$ cat src/rtl/snax_reshuffler_packer_pkg.sv
// Shared state type, default widths and the saturating counter helper for the
// reshuffler input packer.
package snax_reshuffler_packer_pkg;

    localparam int unsigned DefaultInWidth  = 64;
    localparam int unsigned DefaultOutWidth = 512;
    localparam int unsigned DefaultCntWidth = 32;
    localparam int unsigned MaxCntWidth     = 64;

    typedef enum logic [1:0] {
        IDLE  = 2'd0,
        PACK  = 2'd1,
        DRAIN = 2'd2
    } packer_state_e;

    // The ceiling follows the caller's counter width, so narrow counters stick at their own all-ones.
    function automatic logic [MaxCntWidth-1:0] sat_inc(input logic [MaxCntWidth-1:0] value,
                                                       input int unsigned           width);
        logic [MaxCntWidth-1:0] ceiling;
        ceiling = (width >= MaxCntWidth) ? '1
                                         : ((MaxCntWidth'(1) << width) - MaxCntWidth'(1));
        return (value >= ceiling) ? value : value + MaxCntWidth'(1);
    endfunction

endpackage

$ cat src/rtl/snax_packer_out_reg.sv
// Single-entry valid/ready output register; a load may coincide with the
// draining handshake of the previous beat.
module snax_packer_out_reg #(
    parameter int unsigned Width = 512
) (
    input  logic             clk_i,
    input  logic             rst_ni,
    input  logic             load_i,
    input  logic [Width-1:0] load_data_i,
    output logic [Width-1:0] data_o,
    output logic             valid_o,
    input  logic             ready_i
);

    always_ff @(posedge clk_i or negedge rst_ni) begin
        if (!rst_ni) begin
            data_o  <= '0;
            valid_o <= 1'b0;
        end else if (load_i) begin
            data_o  <= load_data_i;
            valid_o <= 1'b1;
        end else if (valid_o && ready_i) begin
            valid_o <= 1'b0;
        end
    end

endmodule

$ cat src/rtl/snax_reshuffler_input_packer.sv
// Packs InWidth words into zero-padded OutWidth beats for one CSR-defined job.
// Optional stall counter: define SNAX_RESHUFFLER_PACKER_STALL_CNT_EN.
module snax_reshuffler_input_packer
    import snax_reshuffler_packer_pkg::*;
#(
    parameter int unsigned InWidth  = DefaultInWidth,
    parameter int unsigned OutWidth = DefaultOutWidth,
    parameter int unsigned CntWidth = DefaultCntWidth
) (
    input  logic                clk_i,
    input  logic                rst_ni,
    input  logic [InWidth-1:0]  in_data_i,
    input  logic                in_valid_i,
    output logic                in_ready_o,
    output logic [OutWidth-1:0] out_data_o,
    output logic                out_valid_o,
    input  logic                out_ready_i,
    input  logic [CntWidth-1:0] cfg_words_i,
    input  logic                cfg_valid_i,
    output logic                cfg_ready_o,
    output logic                busy_o,
    output logic [CntWidth-1:0] perf_cnt_o,
    output logic [CntWidth-1:0] stall_cnt_o
);

    localparam int unsigned Ratio    = OutWidth / InWidth;
    localparam int unsigned LaneIdxW = (Ratio > 1) ? $clog2(Ratio) : 1;

    packer_state_e       state_q, state_d;
    logic [LaneIdxW-1:0] lane_q;
    logic [CntWidth-1:0] remaining_q;
    logic [OutWidth-1:0] pack_buf_q;
    logic [OutWidth-1:0] beat_data;
    logic                closing;
    logic                in_accept;
    logic                cfg_start;
    logic                load_beat;

    assign closing     = (lane_q == LaneIdxW'(Ratio - 1)) || (remaining_q == CntWidth'(1));
    // A closing word may only enter when the output register can take the beat this cycle.
    assign in_ready_o  = (state_q == PACK) && (!closing || !out_valid_o || out_ready_i);
    assign cfg_ready_o = (state_q == IDLE);
    assign busy_o      = (state_q != IDLE);
    assign in_accept   = in_valid_i && in_ready_o;
    assign cfg_start   = cfg_valid_i && cfg_ready_o && (cfg_words_i != '0);
    assign load_beat   = in_accept && closing;

    always_comb begin
        beat_data = pack_buf_q;
        beat_data[lane_q*InWidth +: InWidth] = in_data_i;
    end

    always_comb begin
        state_d = state_q;
        unique case (state_q)
            IDLE:    if (cfg_start) state_d = PACK;
            PACK:    if (load_beat && (remaining_q == CntWidth'(1))) state_d = DRAIN;
            DRAIN:   if (out_valid_o && out_ready_i) state_d = IDLE;
            default: state_d = IDLE;
        endcase
    end

    always_ff @(posedge clk_i or negedge rst_ni) begin
        if (!rst_ni) begin
            state_q <= IDLE;
        end else begin
            state_q <= state_d;
        end
    end

    // The buffer is cleared on every closing word so a short last beat sees zeros above its top lane.
    always_ff @(posedge clk_i or negedge rst_ni) begin
        if (!rst_ni) begin
            lane_q      <= '0;
            remaining_q <= '0;
            pack_buf_q  <= '0;
        end else begin
            if (cfg_start) begin
                remaining_q <= cfg_words_i;
            end else if (in_accept) begin
                remaining_q <= remaining_q - CntWidth'(1);
            end
            if (in_accept) begin
                if (closing) begin
                    lane_q     <= '0;
                    pack_buf_q <= '0;
                end else begin
                    lane_q     <= lane_q + LaneIdxW'(1);
                    pack_buf_q <= beat_data;
                end
            end
        end
    end

    always_ff @(posedge clk_i or negedge rst_ni) begin
        if (!rst_ni) begin
            perf_cnt_o <= '0;
        end else if (cfg_start) begin
            perf_cnt_o <= '0;
        end else if (busy_o) begin
            perf_cnt_o <= CntWidth'(sat_inc(MaxCntWidth'(perf_cnt_o), CntWidth));
        end
    end

`ifdef SNAX_RESHUFFLER_PACKER_STALL_CNT_EN
    always_ff @(posedge clk_i or negedge rst_ni) begin
        if (!rst_ni) begin
            stall_cnt_o <= '0;
        end else if (cfg_start) begin
            stall_cnt_o <= '0;
        end else if (busy_o && out_valid_o && !out_ready_i) begin
            stall_cnt_o <= CntWidth'(sat_inc(MaxCntWidth'(stall_cnt_o), CntWidth));
        end
    end
`else
    assign stall_cnt_o = '0;
`endif

    snax_packer_out_reg #(
        .Width (OutWidth)
    ) i_out_reg (
        .clk_i       (clk_i),
        .rst_ni      (rst_ni),
        .load_i      (load_beat),
        .load_data_i (beat_data),
        .data_o      (out_data_o),
        .valid_o     (out_valid_o),
        .ready_i     (out_ready_i)
    );

endmodule

$ cat config.mk
export PLATFORM = sky130hd
export DESIGN_NAME = snax_reshuffler_input_packer
export DESIGN_NICKNAME = d
export VERILOG_FILES = /design/src/rtl/snax_reshuffler_packer_pkg.sv /design/src/rtl/snax_packer_out_reg.sv /design/src/rtl/snax_reshuffler_input_packer.sv
export SDC_FILE = /design/constraint.sdc
export NUM_CORES = 2
export LEC_CHECK = 0
export BUFFER_PORTS_ARGS = -buffer_cell sky130_fd_sc_hd__buf_2
export CAP_MARGIN = 20
export CORE_UTILIZATION = 58
export DETAILED_ROUTE_END_ITERATION = 8
export PLACE_DENSITY = 0.84
export SYNTH_ARGS = -nofsm -noshare
export SYNTH_HDL_FRONTEND = slang
export SYNTH_HIERARCHICAL = 1
export SYNTH_SLANG_ARGS = --single-unit
export TNS_END_PERCENT = 1
$ cat constraint.sdc
create_clock -name clk_i -period 3.8 [get_ports clk_i]
set_clock_uncertainty 0.1 [all_clocks]
set_input_delay 0.38 -clock clk_i [delete_from_list [all_inputs] [get_ports clk_i]]
set_output_delay 0.38 -clock clk_i [all_outputs]
set_load 0.01 [all_outputs]
==> run metrics <==
CP dominant cell by count nor2_1; #FFs+latches synth 1,094; H-tree levels 3; CTS tree done; GPL Wtd Cong 0.921; Yosys top cell area share 0.573; prevailing post-synth register cell dfrtp_1; Crit-path slowest cell and2_4; CP startpoint kind flip-flop; num ports 681; Power Dens Cells 633 mW/mm^2; clock buffer count from CTS 108; initial antenna violation count 2; Setup TNS 0 ns; # DRC 0; first-pass GRT wire length 212 mm; Cell Area, Synth 0.0478 mm^2; combinational share of power 0.259; Finished Cell Area 0.0561 mm^2; Post-synth ARST share 1.00; WHS Path Cells 3; floorplan row count 104; reg2reg setup slack 0.13 ns; Crit Path Category flip-flop to flip-flop; hpwl dp 89.2 mm; VDD IR max 0.485 mV; Routed Wire Length 139 mm; Hold Crit Class primary input to flip-flop; via count 36.4k; dpl cells 5,458; Die W 289 um; Max Fclk 273 MHz; CP max stage delay 0.49 ns; Crit. End Element flip-flop; final setup fails 0; maximum root-to-sink buffer count 3; drt pass-1 iters 7; Sw Share 0.329; status finished clean; Worst EP arrival 4.11 ns; Slew headroom 0.318; P_leak 28.5 nW; YS warnings 6; GRT Util Overall 0.327; IO Port Bufs 648; clk sinks 1,094; critical hold path startpoint in_data_i[7]; Post-Route Utilization 0.692; Synth cell types 53; most frequent cells in the layout dfrtp_1, buf_2, mux2_2, nand2_1, a22o_1; Initial Util 0.589; crit-path max FO 29; fill count 5,354; Final Slew Violations 0; Final Hold Viols 0; RSZ-0062 raised after global routing false; Cell Int Power 23.8 mW; fraction of final layout cells sized beyond drive strength 1 0.352; clock power share 0.329; nets 4,654; Seq pwr share 0.413; Worst-Skew Late Latency 0.68 ns; cell taking the most area after synthesis dfrtp_1; Worst-path clk slew 0.06 ns; critical path, cell by cell ha_1 > ha_1 > nor2_1 > nor2_1 > nor2_1 > and2_4 > buf_12 > buf_12 > mux2_2; Placed Instance Area 0.0518 mm^2; most common cell after layout, fill and taps aside dfrtp_1; Final Critical Period 3.67 ns; share of the yosys chip area belonging to registers 0.573; DP Worst Slack 0.279 ns; CP Data Required Time 4.24 ns; final cell count without fillers 5,697; drt wl/cell 24.4 um; Root Buffer clkbuf_16; Worst Hold End pack_buf_q[7]$_DFFE_PN0P_; final setup margin 0.131 ns; largest net degree at the start of global routing 99; Area Overhead vs Synth 17.4%; max cap viols 0; die height 289 um; total grt overflow 0; r2r endpoint i_out_reg/data_o[490]$_DFFE_PN0P_; Core Area 0.0811 mm^2; Setup Fix Bufs, Post-CTS 0; Tcrit/Tclk final 0.966; number of global-route vias before repair 36.3k; worst r2r src lane_q[0]$_DFFE_PN0P_; post-route ant nets 0; DRT iter0 DRCs 3,522; vias per cell 6.39; Mapped Cells 3,927; Post-synth EDFFs 0; Reg2Reg Depth 9; Avg Cell Area, Syn 12.2 um^2; sw power 11.7 mW; Slew @ Worst Pin 1.02 ns; largest cells by area after synthesis dfrtp_1, mux2_2, a22o_1, nand2_1, o21ai_0; DIE AREA 0.0835 mm^2
## critical path: cells and delay by family, from the launching register on
family | cells | cell delay, ns
and+or+nand+nor | 4 | 1.42
adders and majority gates | 2 | 0.63
buffers and inverters | 2 | 0.51
DFF | 1 | 0.48
muxes | 1 | 0.37
## metal layers
layer | wire (um) | GRT usage | vias up
li1 | - | - | 15400
met1 | 54000 | 0.435 | 18300
met2 | 64900 | 0.506 | 2254
met3 | 11600 | 0.0603 | 510
met4 | 8460 | 0.189 | 0
met5 | 0 | 0 | -
## sequential cells by signal (all words and copies together) (netlist names)
name	flops
i_out_reg/data_o	512
i_out_reg/valid_o	1
lane_q	3
pack_buf_q	512
perf_cnt_o	32
remaining_q	32
state_q	2
## worst max-delay path by stage
stage	startpoint	to	cells after the start
2_1_floorplan	remaining_q[26]$_DFFE_PN0P_	i_out_reg/data_o[100]$_DFFE_PN0P_	9
3_5_place_dp	lane_q[0]$_DFFE_PN0P_	i_out_reg/data_o[481]$_DFFE_PN0P_	9
6_report	lane_q[0]$_DFFE_PN0P_	i_out_reg/data_o[490]$_DFFE_PN0P_	9
3_3_place_gp	remaining_q[5]$_DFFE_PN0P_	i_out_reg/data_o[30]$_DFFE_PN0P_	9
4_1_cts	remaining_q[5]$_DFFE_PN0P_	i_out_reg/data_o[490]$_DFFE_PN0P_	9
5_1_grt	lane_q[0]$_DFFE_PN0P_	i_out_reg/data_o[490]$_DFFE_PN0P_	9
## repair_timing
action	4_1_cts	5_1_grt
resized for setup	0	0
hold endpoints to repair	101	0
hold buffers	35	0
## synth_stat cells, drive strengths merged, types with 9 or more instances
library cell	count
nand4	11
nor3	24
inv	18
o211ai	9
a22o	514
nor2	57
clkbuf	136
xor2	9
o21ai	415
nand2	625
nand3	18
xnor2	21
ha	9
dfrtp	1094
nor4	27
buf	204
mux2	641
a221o	14
## power by group through the flow
stage,registers [mW],clock network [mW],logic (mW)
detailed placement,14.7,0,8.92
global route,14.8,12.2,9.80
floorplan,14.8,0,5.28
finish,14.6,11.7,9.19
CTS,14.6,11.8,9.03
global placement,14.6,0,8.64
## per-stage QoR
stage               hold WS (ns)  total power [mW]
floorplan                -0.0156              20.0
global placement           0.346              23.3
detailed placement         0.351              23.6
CTS                       0.0356              35.4
global route              0.0754              36.8
finish                    0.0847              35.5
## logic make-up after synthesis
| family | share of synthesized area |
|---|---|
| AO/OA/AOI/OAI | 0.146 |
| XOR/XNOR | 0.00550 |
| adder cells (fa/ha/maj) | 0.00236 |
| buffers and inverters | 0.0501 |
| flip-flops | 0.573 |
| multiplexers | 0.152 |
| other | 0.0000785 |
| AND/OR/NAND/NOR | 0.0711 |
## layout make-up
class,count,area (um^2),share of cell area
Antenna cell,2,5.00,0.0000892
Multi-Input combinational cell,2506,18200,0.325
Inverter,18,67.6,0.00120
Sequential cell,1094,27400,0.488
Tap cell,1060,1330,0.0236
Clock inverter,56,896,0.0160
Timing Repair Buffer,816,5170,0.0921
Clock buffer,145,3030,0.0540
Power figures use the tool's default switching activity.
